File: src/rtl/score_renderer_pkg.sv
// Shared glyph encoding and box geometry for the score digits.
// The GLYPH_n constants are the same ones the score glyph encoder emits.
package score_pkg;
  localparam int GLYPH_W = 13;
  typedef logic [GLYPH_W-1:0] glyph_t;

  localparam glyph_t GLYPH_0 = 13'h1FBF;
  localparam glyph_t GLYPH_1 = 13'h0529;
  localparam glyph_t GLYPH_2 = 13'h1DF7;
  localparam glyph_t GLYPH_3 = 13'h1DEF;
  localparam glyph_t GLYPH_4 = 13'h17E9;
  localparam glyph_t GLYPH_5 = 13'h1EEF;
  localparam glyph_t GLYPH_6 = 13'h1EFF;
  localparam glyph_t GLYPH_7 = 13'h1D29;
  localparam glyph_t GLYPH_8 = 13'h1FFF;
  localparam glyph_t GLYPH_9 = 13'h1FEF;

  // Lowest bit index of each glyph row; rows 1 and 3 have no middle cell.
  localparam int ROW0_OFS = 10;
  localparam int ROW1_OFS = 8;
  localparam int ROW2_OFS = 5;
  localparam int ROW3_OFS = 3;
  localparam int ROW4_OFS = 0;

  localparam int BOX_COLS = 7;
  localparam int BOX_ROWS = 5;

  typedef struct packed {
    logic       inbox;
    logic [2:0] row;
    logic [2:0] col;
  } cell_pos_t;
endpackage

File: src/rtl/score_renderer_if.sv
// Pixel-stream and glyph interface between the VGA timing/encoder side and the renderer.
interface score_renderer_if;
  import score_pkg::*;
  logic       frame_start;
  glyph_t     digit1;
  glyph_t     digit2;
  logic [9:0] pixel_x;
  logic [9:0] pixel_y;
  logic       video_on;
  logic       blink_en;
  logic       pixel_on;
  logic       pixel_valid;

  modport master (
    output frame_start, digit1, digit2, pixel_x, pixel_y, video_on, blink_en,
    input  pixel_on, pixel_valid
  );
  modport slave (
    input  frame_start, digit1, digit2, pixel_x, pixel_y, video_on, blink_en,
    output pixel_on, pixel_valid
  );
endinterface

File: src/rtl/score_renderer_lookup.sv
// Combinational glyph cell lookup: one bit of a 3x5 glyph selected by (row, col).
// col 3 and rows above 4 read as off, which also covers the inter-digit gap.
module glyph_cell_lookup
  import score_pkg::*;
(
  input  glyph_t     glyph,
  input  logic [2:0] row,
  input  logic [1:0] col,
  output logic       bit_on
);
  always_comb begin
    bit_on = 1'b0;
    case ({row, col})
      5'b000_00: bit_on = glyph[ROW0_OFS+2];
      5'b000_01: bit_on = glyph[ROW0_OFS+1];
      5'b000_10: bit_on = glyph[ROW0_OFS];
      5'b001_00: bit_on = glyph[ROW1_OFS+1];
      5'b001_10: bit_on = glyph[ROW1_OFS];
      5'b010_00: bit_on = glyph[ROW2_OFS+2];
      5'b010_01: bit_on = glyph[ROW2_OFS+1];
      5'b010_10: bit_on = glyph[ROW2_OFS];
      5'b011_00: bit_on = glyph[ROW3_OFS+1];
      5'b011_10: bit_on = glyph[ROW3_OFS];
      5'b100_00: bit_on = glyph[ROW4_OFS+2];
      5'b100_01: bit_on = glyph[ROW4_OFS+1];
      5'b100_10: bit_on = glyph[ROW4_OFS];
      default:   bit_on = 1'b0;
    endcase
  end
endmodule

File: src/rtl/score_renderer.sv
// Two-digit score rasteriser: fixed 2-cycle pixel pipeline, per-frame glyph
// shadows (no tearing), optional tens zero blanking and frame-counted blink.
module score_renderer
  import score_pkg::*;
#(
  parameter int X0            = 16,
  parameter int Y0            = 16,
  parameter int SCALE_LOG2    = 3,
  parameter int SUPPRESS_ZERO = 1,
  parameter int BLINK_FRAMES  = 30
) (
  input logic              clk,
  input logic              rst_n,
  score_renderer_if.slave  bus
);
  localparam int STAGES = 2;
  localparam int CNT_W  = (BLINK_FRAMES > 1) ? $clog2(BLINK_FRAMES) : 1;
  localparam logic [CNT_W-1:0] CNT_LAST = CNT_W'(BLINK_FRAMES - 1);
  localparam logic [10:0] BOX_W = 11'(BOX_COLS << SCALE_LOG2);
  localparam logic [10:0] BOX_H = 11'(BOX_ROWS << SCALE_LOG2);

  logic [10:0]      relx, rely;
  cell_pos_t        pos, s1;
  logic [STAGES:1]  vld_pipe;
  logic             pix_r;
  glyph_t           shadow_tens, shadow_ones;
  logic [CNT_W-1:0] cnt;
  logic             visible;
  logic             tens_bit, ones_bit, cell_bit, tens_col, tens_blank;

  // 11-bit subtraction: bit 10 set means the pixel is left of / above the box.
  assign relx = {1'b0, bus.pixel_x} - 11'(X0);
  assign rely = {1'b0, bus.pixel_y} - 11'(Y0);

  always_comb begin
    pos.inbox = !relx[10] && !rely[10] && (relx < BOX_W) && (rely < BOX_H);
    pos.col   = 3'(relx >> SCALE_LOG2);
    pos.row   = 3'(rely >> SCALE_LOG2);
  end

  // Glyph shadows and blink state change only at frame boundaries.
  always_ff @(posedge clk) begin
    if (!rst_n) begin
      shadow_tens <= '0;
      shadow_ones <= '0;
      cnt         <= '0;
      visible     <= 1'b1;
    end else begin
      if (bus.frame_start) begin
        shadow_tens <= bus.digit2;
        shadow_ones <= bus.digit1;
      end
      if (!bus.blink_en) begin
        cnt     <= '0;
        visible <= 1'b1;
      end else if (bus.frame_start) begin
        if (cnt == CNT_LAST) begin
          cnt     <= '0;
          visible <= ~visible;
        end else begin
          cnt <= cnt + 1'b1;
        end
      end
    end
  end

  glyph_cell_lookup u_tens (
    .glyph  (shadow_tens),
    .row    (s1.row),
    .col    (s1.col[1:0]),
    .bit_on (tens_bit)
  );

  glyph_cell_lookup u_ones (
    .glyph  (shadow_ones),
    .row    (s1.row),
    .col    (s1.col[1:0]),
    .bit_on (ones_bit)
  );

  // Cols 4-6 have col[2] set and map to ones cols 0-2; col 3 hits the lookup's off column.
  assign tens_col   = !s1.col[2];
  assign cell_bit   = s1.col[2] ? ones_bit : tens_bit;
  assign tens_blank = (SUPPRESS_ZERO != 0) && (shadow_tens == GLYPH_0);

  always_ff @(posedge clk) begin
    if (!rst_n) begin
      s1       <= '0;
      vld_pipe <= '0;
      pix_r    <= 1'b0;
    end else begin
      s1       <= pos;
      vld_pipe <= {vld_pipe[STAGES-1:1], bus.video_on};
      pix_r    <= s1.inbox & vld_pipe[1] & visible & cell_bit & !(tens_col & tens_blank);
    end
  end

  assign bus.pixel_on    = pix_r;
  assign bus.pixel_valid = vld_pipe[STAGES];
endmodule

File: src/flat_wrapper.sv
// flat-port wrapper written by rule: the top's interface ports become plain ports
module score_renderer_flat import score_pkg::*;
#(
  parameter int X0            = 16,
  parameter int Y0            = 16,
  parameter int SCALE_LOG2    = 3,
  parameter int SUPPRESS_ZERO = 1,
  parameter int BLINK_FRAMES  = 30
)
  (clk, rst_n, bus_frame_start, bus_digit1, bus_digit2, bus_pixel_x, bus_pixel_y, bus_video_on, bus_blink_en, bus_pixel_on, bus_pixel_valid);
  score_renderer_if bus_i ();
  input logic clk;
  input logic rst_n;
  input wire logic [$bits(bus_i.frame_start)-1:0] bus_frame_start;
  input wire logic [$bits(bus_i.digit1)-1:0] bus_digit1;
  input wire logic [$bits(bus_i.digit2)-1:0] bus_digit2;
  input wire logic [$bits(bus_i.pixel_x)-1:0] bus_pixel_x;
  input wire logic [$bits(bus_i.pixel_y)-1:0] bus_pixel_y;
  input wire logic [$bits(bus_i.video_on)-1:0] bus_video_on;
  input wire logic [$bits(bus_i.blink_en)-1:0] bus_blink_en;
  output wire logic [$bits(bus_i.pixel_on)-1:0] bus_pixel_on;
  output wire logic [$bits(bus_i.pixel_valid)-1:0] bus_pixel_valid;
  assign bus_i.frame_start = bus_frame_start;
  assign bus_i.digit1 = bus_digit1;
  assign bus_i.digit2 = bus_digit2;
  assign bus_i.pixel_x = bus_pixel_x;
  assign bus_i.pixel_y = bus_pixel_y;
  assign bus_i.video_on = bus_video_on;
  assign bus_i.blink_en = bus_blink_en;
  assign bus_pixel_on = bus_i.pixel_on;
  assign bus_pixel_valid = bus_i.pixel_valid;
  score_renderer #(.X0(X0), .Y0(Y0), .SCALE_LOG2(SCALE_LOG2), .SUPPRESS_ZERO(SUPPRESS_ZERO), .BLINK_FRAMES(BLINK_FRAMES)) u_core (.clk(clk), .rst_n(rst_n), .bus(bus_i));
endmodule
File: config.mk
export PLATFORM = sky130hd
export DESIGN_NAME = score_renderer_flat
export DESIGN_NICKNAME = d
export VERILOG_FILES = /design/src/rtl/score_renderer_pkg.sv /design/src/rtl/score_renderer_if.sv /design/src/rtl/score_renderer_lookup.sv /design/src/rtl/score_renderer.sv /design/src/flat_wrapper.sv
export SDC_FILE = /design/constraint.sdc
export NUM_CORES = 1
export LEC_CHECK = 0
export BUFFER_PORTS_ARGS = -buffer_cell sky130_fd_sc_hd__buf_2
export CORE_ASPECT_RATIO = 0.6
export CORE_MARGIN = 4
export CORE_UTILIZATION = 26
export DETAILED_ROUTE_END_ITERATION = 6
export PLACE_DENSITY = 0.55
export SLEW_MARGIN = 20
export SYNTH_ARGS = -nofsm -noshare
export SYNTH_HDL_FRONTEND = slang
export SYNTH_SLANG_ARGS = --single-unit
export TNS_END_PERCENT = 100
File: constraint.sdc
create_clock -name clk -period 2.9 [get_ports clk]
set_input_delay 0 -clock clk [delete_from_list [all_inputs] [get_ports clk]]
set_output_delay 0 -clock clk [all_outputs]
set_load 0.05 [all_outputs]
# == Yosys cells after proc, flatten, opt, wreduce, memory -nomap -nowiden ==
# Cells that the tools add are included.
# totals
romBits,0
out_inout_bits,2
in_bits,51
reg_bits,42
latchBits,0
word_cells,48
n_memories,0
ram_bits,0
# op_classes
add_sub_neg,3
bitwise_logic,6
shift,0
reduce_logical,10
muxes,4
div_mod_pow,0
eq_ne,14
magnitude_cmp,2
n_mul,0
# ops
cell,n
case mux 1 bit (13 select lines),2
== test 5 x 4 -> 1 bit (second input constant),5
less-than comparator 11 x 6 -> 1 bit (second input constant),2
subtractor 10 x 5 -> 11 bit (second input constant),2
== test 5 bit (second input constant),4
== test 13 bit (second input constant),1
== test 5 x 3 -> 1 bit (second input constant),2
adder 5 x 1 -> 5 bit (second input constant),1
AND 1 bit,5
== test 5 x 1 -> 1 bit (second input constant),1
== test 5 x 2 -> 1 bit (second input constant),1
zero test 5 bit,1
two-way mux 5 bit,1
zero test 1 bit,4
AND reduction 2 bit,2
logical AND 1 bit,3
two-way mux 1 bit,1
NOT 1 bit,1

# == Longest topological paths before layout ==
# depth
ltp_word,5
ltp_mapped,6
depth_no_buf,6

# == Cells and area by module ==
# A second synthesis with hierarchy kept.
# hier_totals
hier_cells,203
hier_area_um2,2003.2
# modules_own_cells
module,area_each_um2,cells_each,seq_area_each_um2,n_inst
score_renderer,1702.9,163,840.8,1
glyph_cell_lookup,150.1,20,0.0,2

# == Worst setup path after synthesis ==
# Ideal clock, no wire load.
# synth_timing
path_type,register to register
startpoint,reg u_core.s1[3] (netlist bit)
endpoint,"reg u_core.pix_r, in the netlist u_core.bus.pixel_on"
slack_ns,1.479
arrival_ns,1.305
synth_period_minus_slack_ns,1.421
stages_incl_launch_ff,6
path_buffers,1
path_cell_list,dfxtp_1 > buf_2 > mux2_2 > a32oi_1 > nand4_1 > o211a_1
# synth_between
elab_chain_cells,5
word_cells_on_any_way,18
# synth_rtl
item,line_no,rtl
from (decl),score_renderer.sv:23,"cell_pos_t pos, s1;"
from (signal assigned),score_renderer.sv:92,s1 <= pos;
== test 5 bit (tied with other cells),score_renderer_lookup.sv:13,"case ({row, col})"
case mux 1 bit (13 select lines),score_renderer_lookup.sv:13,
two-way mux 1 bit (*),score_renderer.sv:83,assign cell_bit = s1.col[2] ? ones_bit : tens_bit;
AND 1 bit (*) (2 in series),score_renderer.sv:94,pix_r <= s1.inbox & vld_pipe[1] & visible & cell_bit & !(tens_col & tens_blank);
to (signal assigned),score_renderer.sv:94,
to (decl),score_renderer.sv:25,logic pix_r;
# Mark *: on every way between the ends. The rest lies on a longest branch, timed or not.
# A chain may end at the register's enable or synchronous reset.

# == Worst setup path in the final report ==
# Ends and elaborated chain as after synthesis.

==> summary.md <==
| Metric | Value |
|---|---|
| Drt first pass iters | `4` |
| Placer Congestion | `between 0.7 and 0.8` |
| Yosys cell types | `37` |
| Core ar. | `7327 sq um` |
| First-pass GRT wire length | `7.631 mm` |
| Fillers | `763` |
| Detailed placement HPWL | `about 3.3 mm` |
| Resized Gates After CTS | `0` |
| H-tree depth | `2` |
| Total Routed Length | `4.653 mm` |
| Placed cell area | `around 2300 sq um` |
| Cell Pwr Density | `between 400 and 500 nW/um^2` |
| Max-Cap Viols | `0` |
| Area leader, netlist | `dfxtp_1` |
| FF+latch count, synth | `42` |
| Endpoint class of the critical path | `register` |
| R2R Path Start | `u_core.s1[3]` |
| Worst hold path class | `input pin to register` |
| FP Rows | `24` |
| Syn Area/Cell | `about 9.8 sq um` |
| # DRC | `0` |
| Total CTS buffers | `5` |
| CTS Buffer Depth | `2` |
| Via density | `4.193` |
| Top cells by area, synth | `dfxtp_1 (43%), mux2i_1 (16%), nor2b_1 (9.5%)` |
| Reg2reg path depth | `5` |
| Final setup viols | `0` |
| Commonest non-fill, non-tap cell in the layout | `buf_2` |
| Routed vias | `about 1600` |
| Critical Path Fanout Max | `12` |
| TritonCTS clock tree | `yes` |
| Clock Sinks | `42` |
| Global Route Usage Sum | `between 10% and 20%` |
| Most frequent cells in the layout | `buf_2 (46), dfxtp_1 (42), dlygate4sd3_1 (34)` |
| Post CTS Setup Buffer Count | `0` |
| 1st-iter DRT viols | `46` |
| Synth-to-Final Area Change | `40.35%` |
| Unrepaired setup endpoints after global routing | `no` |
| Setup tns final | `0 ns` |
| Overflow left after global routing | `0` |
| Final hold violations | `0` |
| Die area | `just over 9000 sq um` |
| Critical path startpoint | `u_core.s1[3]` |
| Final instance area | `around 2800 sq um` |
| Initial core utilization | `~27%` |
| Clock root buffer | `clkbuf_16` |
| Antenna Nets Post-Route | `0` |
| Chip Width | `roughly 120 um` |
| PortBufs | `46` |
| Clk slew on worst S/H paths | `about 0.07 ns` |
| # IOs | `53` |
| LEAKAGE | `about 1.2 nW` |
| Rel. slew slack | `roughly 64%` |
| Initial antenna violation count | `0` |
| Synthesized area | `between 1500 and 2000 sq um` |
| Slew Limit Fails | `0` |
| Synth top area share | `between 40 and 50%` |
| Fin crit period | `approximately 1.8 ns` |
| Worst-skew pair later-pin latency | `0.29 ns` |
| Hold Startpoint | `bus_pixel_x[6]` |
| Largest net degree at the start of global routing | `38` |
| WL/cell | `~12 um` |
| Fin crit share | `60.84%` |
| Peak VDD IR | `between 0.2 and 0.25 mV` |
| Vias in the first global route | `approximately 1500` |
| Fraction of layout cells with a size suffix above 1 | `between 20% and 30%` |
| Tightest Pin Transition | `between 0.5 and 0.6 ns` |
| ANT cells | `0` |
| Die H | `75.57 um` |
| Cells after synthesis | `between 200 and 250` |
| Final Skew | `around 0.009 ns` |
| Startpoint type of the worst setup path | `register` |
| Max Clk Rate | `~0.57 GHz` |
| Worst Hold Depth | `3` |
| Hold buffers post-CTS | `34` |
| Crit path DAT | `between 1.5 and 2 ns` |
| # nets final | `about 330` |
| Outcome | `finished, final reports clean` |
| Sequential fraction of the synthesis area | `a little over two fifths` |
| CP required | `~3 ns` |
| Critical setup path kind | `register to register` |
| Syn nets | `roughly 260` |
| Syn. warnings | `0` |
## stage by stage
stage | power (mW) | hold WS (ns) | instances | util (%) | setup WS, ns
after global placement | 0.7923 | 0.2122 | 341 | 31.25 | 1.102
final | 1.368 | 0.03481 | 383 | 37.89 | 1.136
after floorplan | 0.7387 | 0.07161 | 201 | - | 1.479
after CTS | 1.384 | 0.02573 | 383 | 37.89 | 1.107
after detailed placement | 0.7936 | 0.2097 | 341 | 31.25 | 1.109
after global routing | 1.438 | 0.05257 | 383 | 37.89 | 0.9921
## report_power, final
group / leakage [nW] / switching, mW / internal (mW)
clock network: 0.0698 / 0.235 / 0.319
logic: 0.771 / 0.0699 / 0.109
registers: 0.346 / 0.0296 / 0.606
total: 1.19 / 0.334 / 1.03
## routing by layer
layer	vias to the layer above	routed length (um)	GRT usage, %
met5	-	0	0
met1	703	2600	16.50
li1	857	-	-
met3	5	271	3.116
met2	41	1736	13.85
met4	0	44	3.769
## cells in the mapped netlist
library cell	count
a211oi_1	1
a21oi_1	3
a22o_1	1
a22oi_1	1
a31oi_1	1
a32oi_1	2
and2_1	4
and3_1	1
and4bb_2	1
buf_2	6
buf_6	1
clkbuf_1	4
dfxtp_1	42
ha_1	4
inv_1	8
mux2_2	4
mux2_4	1
mux2i_1	31
nand2_1	4
nand3_1	3
nand3b_1	1
nand4_1	6
nand4b_1	4
nor2_1	12
nor2b_1	30
nor3_1	5
nor4_1	3
nor4b_1	1
nor4bb_1	1
o211a_1	1
o21ai_0	2
o21bai_1	1
o221ai_1	1
o22ai_1	1
or2_2	1
xnor2_1	3
xor2_1	5
## layout make-up
type	count	area, sq um	area share [%]
clock inverters	3	21.27	0.7661
inverters	8	30.03	1.082
well taps	104	130.1	4.687
flip-flops and latches	42	840.8	30.28
multi-input cells	140	1051	37.85
clock buffers	5	125.1	4.507
repair buffers	81	578.1	20.82
## path summary, 6_finish.rpt
check | end | slack, ns
min | u_core.s1[6] | 0.03
min reg2reg | u_core.vld_pipe[2] | 0.48
max | u_core.bus.pixel_on | 1.14
max reg2reg | u_core.bus.pixel_on | 1.14
## flip-flops by register name, summed over array words and instances, names as in the netlist
register / count
u_core.visible: 1
u_core.shadow_ones: 13
u_core.bus.pixel_on: 1
u_core.shadow_tens: 13
u_core.vld_pipe: 2
u_core.cnt: 5
u_core.s1: 7
## kinds of logic (layout without fill, tap and decap cells)
group	count (synthesis)	after routing	share of synthesized area (%)
xor gates and xnor gates	8	8	3.542
AOI/OAI and AO/OA	15	15	5.314
muxes	36	36	18.72
adders and majority gates	4	4	2.530
and+or+nand+nor	77	77	23.02
buffers and inverters	19	97	4.364
DFF	42	42	42.50
## worst max-delay path, stage by stage (launching register included)
cell	delay, ns
dfxtp_1	0.63
nor2_1	0.21
and4bb_2	0.27
nor4_1	0.24
o221ai_1	0.16
o211a_1	0.14
No activity file was read; power rests on OpenSTA's default activity.
